===== src/rtl/booth_product_divider.sv =====
// Restoring signed divider: recovers the Booth array multiplier operand (quotient) and a
// remainder from a 2N-bit array product and the array's fixed multiplicand, one step per clock.
module booth_product_divider #(
    parameter int unsigned  N            = 32,
    parameter logic [N-1:0] MULTIPLICAND = 32'h5555_5555
) (
    input  logic             clk_i,
    input  logic             rst_i,
    input  logic             start_i,
    input  logic [2*N-1:0]   product_i,
    output logic [2*N-1:0]   quotient_o,
    output logic [N-1:0]     remainder_o,
    output logic             busy_o,
    output logic             done_o,
    output logic             div_by_zero_o,
    output logic             overflow_o
);

    typedef enum logic [1:0] {
        IDLE = 2'd0,
        DIV  = 2'd1,
        FIX  = 2'd2,
        DONE = 2'd3
    } state_t;

    localparam int unsigned     CW          = $clog2(2 * N) + 1;
    localparam logic [CW-1:0]   LAST_ITER   = CW'(2 * N - 1);
    localparam logic [CW-1:0]   ONE_CW      = CW'(1);
    localparam logic [N-1:0]    ONE_N       = {{(N-1){1'b0}}, 1'b1};
    localparam logic [2*N-1:0]  ONE_2N      = {{(2*N-1){1'b0}}, 1'b1};
    localparam logic [2*N-1:0]  MIN_2N      = {1'b1, {(2*N-1){1'b0}}};
    // 2^(N-1) maps onto itself, which is the correct unsigned magnitude
    localparam logic [N-1:0]    DIV_MAG     = MULTIPLICAND[N-1] ? (~MULTIPLICAND + ONE_N) : MULTIPLICAND;
    localparam logic            DIV_ZERO    = (MULTIPLICAND == {N{1'b0}});
    localparam logic            DIV_NEG_ONE = (MULTIPLICAND == {N{1'b1}});

    state_t          state_q;
    logic [CW-1:0]   cnt_q;
    logic [2*N-1:0]  acc_q;
    logic [N-1:0]    rem_q;
    logic [2*N-1:0]  prod_q;
    logic            sign_quo_q;
    logic            sign_rem_q;
    logic [2*N-1:0]  quotient_q;
    logic [N-1:0]    remainder_q;
    logic            busy_q;
    logic            done_q;
    logic            div_by_zero_q;
    logic            overflow_q;

    logic [N:0]      trial_s;
    logic            fits_s;
    logic [2*N-1:0]  prod_mag_s;
    logic [2*N-1:0]  acc_d;
    logic [N-1:0]    rem_d;
    logic [2*N-1:0]  quotient_d;
    logic [N-1:0]    remainder_d;
    logic            overflow_d;

    // Datapath: one restoring step, operand magnitude and the final sign/exception fix-up
    always_comb begin
        trial_s     = {rem_q, acc_q[2*N-1]};
        fits_s      = (trial_s >= {1'b0, DIV_MAG});
        acc_d       = {acc_q[2*N-2:0], fits_s};
        rem_d       = trial_s[N-1:0];
        prod_mag_s  = product_i;
        quotient_d  = acc_q;
        remainder_d = rem_q;
        overflow_d  = DIV_NEG_ONE && (prod_q == MIN_2N);

        // T < 2*|D| <= 2^N, so the difference always fits in N bits
        if (fits_s) begin
            rem_d = trial_s[N-1:0] - DIV_MAG;
        end else begin
            rem_d = trial_s[N-1:0];
        end

        if (product_i[2*N-1]) begin
            prod_mag_s = ~product_i + ONE_2N;
        end else begin
            prod_mag_s = product_i;
        end

        if (DIV_ZERO) begin
            quotient_d  = {(2*N){1'b1}};
            remainder_d = prod_q[N-1:0];
        end else if (overflow_d) begin
            quotient_d  = prod_q;
            remainder_d = {N{1'b0}};
        end else begin
            if (sign_quo_q) begin
                quotient_d = ~acc_q + ONE_2N;
            end else begin
                quotient_d = acc_q;
            end
            if (sign_rem_q) begin
                remainder_d = ~rem_q + ONE_N;
            end else begin
                remainder_d = rem_q;
            end
        end
    end

    // Control FSM with registered status and result outputs
    always_ff @(posedge clk_i) begin
        if (rst_i) begin
            state_q       <= IDLE;
            cnt_q         <= {CW{1'b0}};
            acc_q         <= {(2*N){1'b0}};
            rem_q         <= {N{1'b0}};
            prod_q        <= {(2*N){1'b0}};
            sign_quo_q    <= 1'b0;
            sign_rem_q    <= 1'b0;
            quotient_q    <= {(2*N){1'b0}};
            remainder_q   <= {N{1'b0}};
            busy_q        <= 1'b0;
            done_q        <= 1'b0;
            div_by_zero_q <= 1'b0;
            overflow_q    <= 1'b0;
        end else begin
            case (state_q)
                IDLE: begin
                    done_q <= 1'b0;
                    if (start_i) begin
                        prod_q     <= product_i;
                        acc_q      <= prod_mag_s;
                        rem_q      <= {N{1'b0}};
                        cnt_q      <= {CW{1'b0}};
                        sign_quo_q <= product_i[2*N-1] ^ MULTIPLICAND[N-1];
                        sign_rem_q <= product_i[2*N-1];
                        busy_q     <= 1'b1;
                        state_q    <= DIV;
                    end else begin
                        busy_q  <= 1'b0;
                        state_q <= IDLE;
                    end
                end
                DIV: begin
                    acc_q <= acc_d;
                    rem_q <= rem_d;
                    cnt_q <= cnt_q + ONE_CW;
                    if (cnt_q == LAST_ITER) begin
                        state_q <= FIX;
                    end else begin
                        state_q <= DIV;
                    end
                end
                FIX: begin
                    quotient_q    <= quotient_d;
                    remainder_q   <= remainder_d;
                    div_by_zero_q <= DIV_ZERO;
                    overflow_q    <= overflow_d;
                    done_q        <= 1'b1;
                    state_q       <= DONE;
                end
                DONE: begin
                    done_q  <= 1'b0;
                    busy_q  <= 1'b0;
                    state_q <= IDLE;
                end
                default: begin
                    done_q  <= 1'b0;
                    busy_q  <= 1'b0;
                    state_q <= IDLE;
                end
            endcase
        end
    end

    assign quotient_o    = quotient_q;
    assign remainder_o   = remainder_q;
    assign busy_o        = busy_q;
    assign done_o        = done_q;
    assign div_by_zero_o = div_by_zero_q;
    assign overflow_o    = overflow_q;

endmodule

===== config.mk =====
export PLATFORM = sky130hd
export DESIGN_NAME = booth_product_divider
export DESIGN_NICKNAME = d
export VERILOG_FILES = /design/src/rtl/booth_product_divider.sv
export SDC_FILE = /design/constraint.sdc
export NUM_CORES = 1
export LEC_CHECK = 0
export CAP_MARGIN = 10
export CORE_UTILIZATION = 45
export DETAILED_ROUTE_END_ITERATION = 10
export PLACE_DENSITY = 0.67
export SYNTH_ARGS = -nofsm -noshare
export SYNTH_HDL_FRONTEND = slang
export SYNTH_SLANG_ARGS = --single-unit

===== constraint.sdc =====
create_clock -name clk_i -period 3.45 [get_ports clk_i]
set_clock_uncertainty 0.1 [all_clocks]
set_input_delay 0.69 -clock clk_i [delete_from_list [all_inputs] [get_ports clk_i]]
set_output_delay 0.69 -clock clk_i [all_outputs]
set_load 0.05 [all_outputs]

==> run_results.csv <==
group,metric,value,unit
status,outcome,"completed",
timing,finalCriticalPeriod,3.31,ns
clock_tree,cts_root_buffer,"clkbuf_16",
worst_hold_path,holdPathStages,2,
layout,fin_cells,2045,
flow_run,cap_violations,0,
worst_hold_path,min-delay-start,"remainder_o[19]",
pwr,power_per_cell_area,404,nW/µm²
floorplanning,die_area,27100,µm²
timing,setup_viol,0,
logic_synthesis,synth_area,11900,µm²
global_routing,grt_max_degree,67,
logic_synthesis,synth-seq-area-share,0.343,
route,ant_nets,0,
route,via_count,11632,
placement,pre_cts_slack,-0.263,ns
worst_hold_path,whs_endpoint,"remainder_o[19]",
logic_synthesis,synth_top_cells_by_count,"nand2_1 (247), dfxtp_1 (204), o21ai_0 (157)",
layout,design_area,15000,µm²
clock_tree,htree_levels,1,
worst_setup_path,r2r-end,"quotient_o[49]",
layout,final_layout_size_suffix_gt1_frac,0.0936,
route,dr.first_iter.drc_count,905,
logic_synthesis,yosys_warnings,0,
clock_tree,worstSkewPairLatency,0.51,ns
floorplanning,num_io_pins,167,
pwr,power_frac_comb,0.154,
logic_synthesis,synth.area.top_cells,"dfxtp_1 (34%), xor2_1 (9.6%), nand2_1 (7.8%)",
layout,synthToLayoutAreaGrowth,25.8,%
clock_tree,clk_pin_slew,0.06,ns
layout,fillers,2476,
pwr,swShare,0.275,
global_routing,grt_pass1_vias,10667,
logic_synthesis,yosysTopAreaCell,"dfxtp_1",
logic_synthesis,avgSynthCellArea,7.71,µm²
floorplanning,die_x,165,µm
worst_setup_path,end_kind,"register",
logic_synthesis,synthArstFlopShare,0,
timing,slew_headroom,0.231,
placement,io_buffers,164,
timing,fmax,0.302,GHz
pwr,p_switching,0.00166,W
pwr,pwr-share-seq,0.423,
pwr,power.internal,0.00438,W
placement,place_inst,2005,
timing,tns,0,ns
timing,worst_slew_pin_slew,1.15,ns
global_routing,grtUsageTotal,0.254,
pwr,clkPwrFrac,0.423,
logic_synthesis,yosysMostFrequentCell,"nand2_1",
route,drt_wl_total,35000,µm
clock_tree,cts.sinks,204,
timing,setup_slack,0.137,ns
global_routing,gr-total-overflow,0,
floorplanning,row_count,59,
layout,layout.nets,1775,
route,vias_per_cell,5.69,
pwr,ir_worst_vdd,0.317,mV
clock_tree,cts_buffers,23,
floorplanning,die_h,165,µm
timing,fin_crit_sh,0.960,
worst_setup_path,ff2ff_path_depth,7,
route,avgRoutedWirePerCell,17.1,µm
route,drtPass1Iterations,7,
worst_setup_path,rr_startpoint,"acc_q[13]",
logic_synthesis,syn_inst,1544,
floorplanning,start_util,0.458,
logic_synthesis,synthFlopType,"dfxtp_1",
global_routing,grt_first_pass_wirelength,55900,µm
logic_synthesis,synth_edf_count,0,
placement,dp_hpwl,25200,µm
clock_tree,holdBufCountCts,0,
timing,drv_slew,0,
floorplanning,core_area,26000,µm²
worst_setup_path,worst_setup_path_start_kind,"input pin",
worst_setup_path,arrival,3.58,ns
timing,hold_viol_final,0,
pwr,p_leak,5.14,nW
worst_setup_path,cp_max_fo,6,
clock_tree,clockBufferDepth,3,
worst_setup_path,required,3.71,ns
clock_tree,cts_tree,"yes",
layout,final_util,0.576,
logic_synthesis,ys_ff_latch,204,
worst_setup_path,worstSetupPathType,"in -> reg",
global_routing,antenna_found_initial,0,
placement,routabilityCongestion,0.960,
route,drc,0,
worst_hold_path,hp-class,"reg -> reg",
placement,placed_cell_area,14200,µm²
worst_setup_path,rrSetupSlack,0.28,ns
layout,antenna_cells,0,
logic_synthesis,synth_top_cell_area_share,0.343,
logic_synthesis,synth.distinct_cells,63,
-- per-layer routing --
metal / wire length (µm) / global-route usage / up-vias
li1: - / - / 5778
met1: 15900 / 0.355 / 5409
met2: 15900 / 0.405 / 397
met3: 2490 / 0.0404 / 48
met4: 711 / 0.0659 / 0
met5: 0 / 0 / -
-- sequential cells by signal, indices dropped and copies added (netlist names), named ones only --
signal and flops:
busy_o 1, remainder_o 32, state_q 1, rem_q 32
cnt_q 7, quotient_o 64, acc_q 64, sign_rem_q 1
done_o 1
-- worst max-delay path by stage --
stage | start | to | cells after the start
after floorplan | product_i[18] | acc_q[58] | 8
after global placement | product_i[18] | acc_q[63] | 7
after detailed placement | product_i[18] | acc_q[54] | 8
after CTS | product_i[18] | acc_q[59] | 8
after global routing | product_i[18] | acc_q[59] | 8
final | product_i[18] | acc_q[59] | 8
-- kinds of logic (layout without fill, tap and decap cells) --
| logic type | count (synthesis) | in the layout | share of synthesized area |
|---|---|---|---|
| fa+ha+maj | 13 | 13 | 0.0137 |
| flops | 204 | 204 | 0.343 |
| compound gates | 436 | 436 | 0.235 |
| xor+xnor | 181 | 181 | 0.133 |
| simple gates | 554 | 554 | 0.217 |
| other cells | 1 | 2 | 0.000315 |
| buf+inv | 144 | 309 | 0.0485 |
| mux | 11 | 11 | 0.00925 |
-- critical path: stages --
cell             delay [ns]
clkdlybuf4s50_1        0.41
or4_1                  0.54
nand4b_1               0.35
or4_1                  0.62
o21ai_0                0.25
nand2_1                0.10
xnor2_1                0.15
a2111oi_1              0.47
-- power by group through the flow --
stage,Sequential [W],Combinational (W),Clock [W]
2_1_floorplan,0.00256,0.000593,0
3_3_place_gp,0.00260,0.000912,0
3_5_place_dp,0.00260,0.000923,0
4_1_cts,0.00255,0.000927,0.00260
5_1_grt,0.00256,0.00103,0.00269
6_report,0.00255,0.000933,0.00256
-- placed cells by master, fill, tap and decap left out, drive strengths merged, types with 7 or more instances in the layout --
cell	instances
or4	23
a2111oi	8
nand2	247
nor4	13
nor2b	8
o41ai	31
a211oi	57
or2	9
nand2b	17
xor2	131
nand4	7
o21ai	164
mux2i	11
or3	29
buf	91
a22oi	9
xnor2	50
nand3	39
ha	13
inv	16
clkdlybuf4s50	162
o31a	7
clkbuf	31
dfxtp	204
a21oi	53
o211ai	12
nor2	101
o31ai	49
nor3	37
a31oi	25
-- per-stage QoR --
stage	total power (W)	hold WS, ns
global route	0.00628	0.377
CTS	0.00608	0.356
floorplan	0.00315	0.349
global placement	0.00351	0.334
detailed placement	0.00353	0.343
finish	0.00604	0.351
-- layout make-up --
cell class | count | area (µm²) | area share
clock buffer | 31 | 666 | 0.0445
clock inverter | 9 | 123 | 0.00819
inverter | 16 | 60.1 | 0.00401
multi-input combinational | 1197 | 7290 | 0.487
sequential | 204 | 4090 | 0.273
tap | 335 | 419 | 0.0280
timing repair buffer | 253 | 2330 | 0.155
-- repair_timing --
action                                  4_1_cts  5_1_grt
resized for setup                             0        1
setup buffers                                 0        0
endpoints found under the setup margin        0        1
Note: power is estimated with default switching activity, not from simulation.
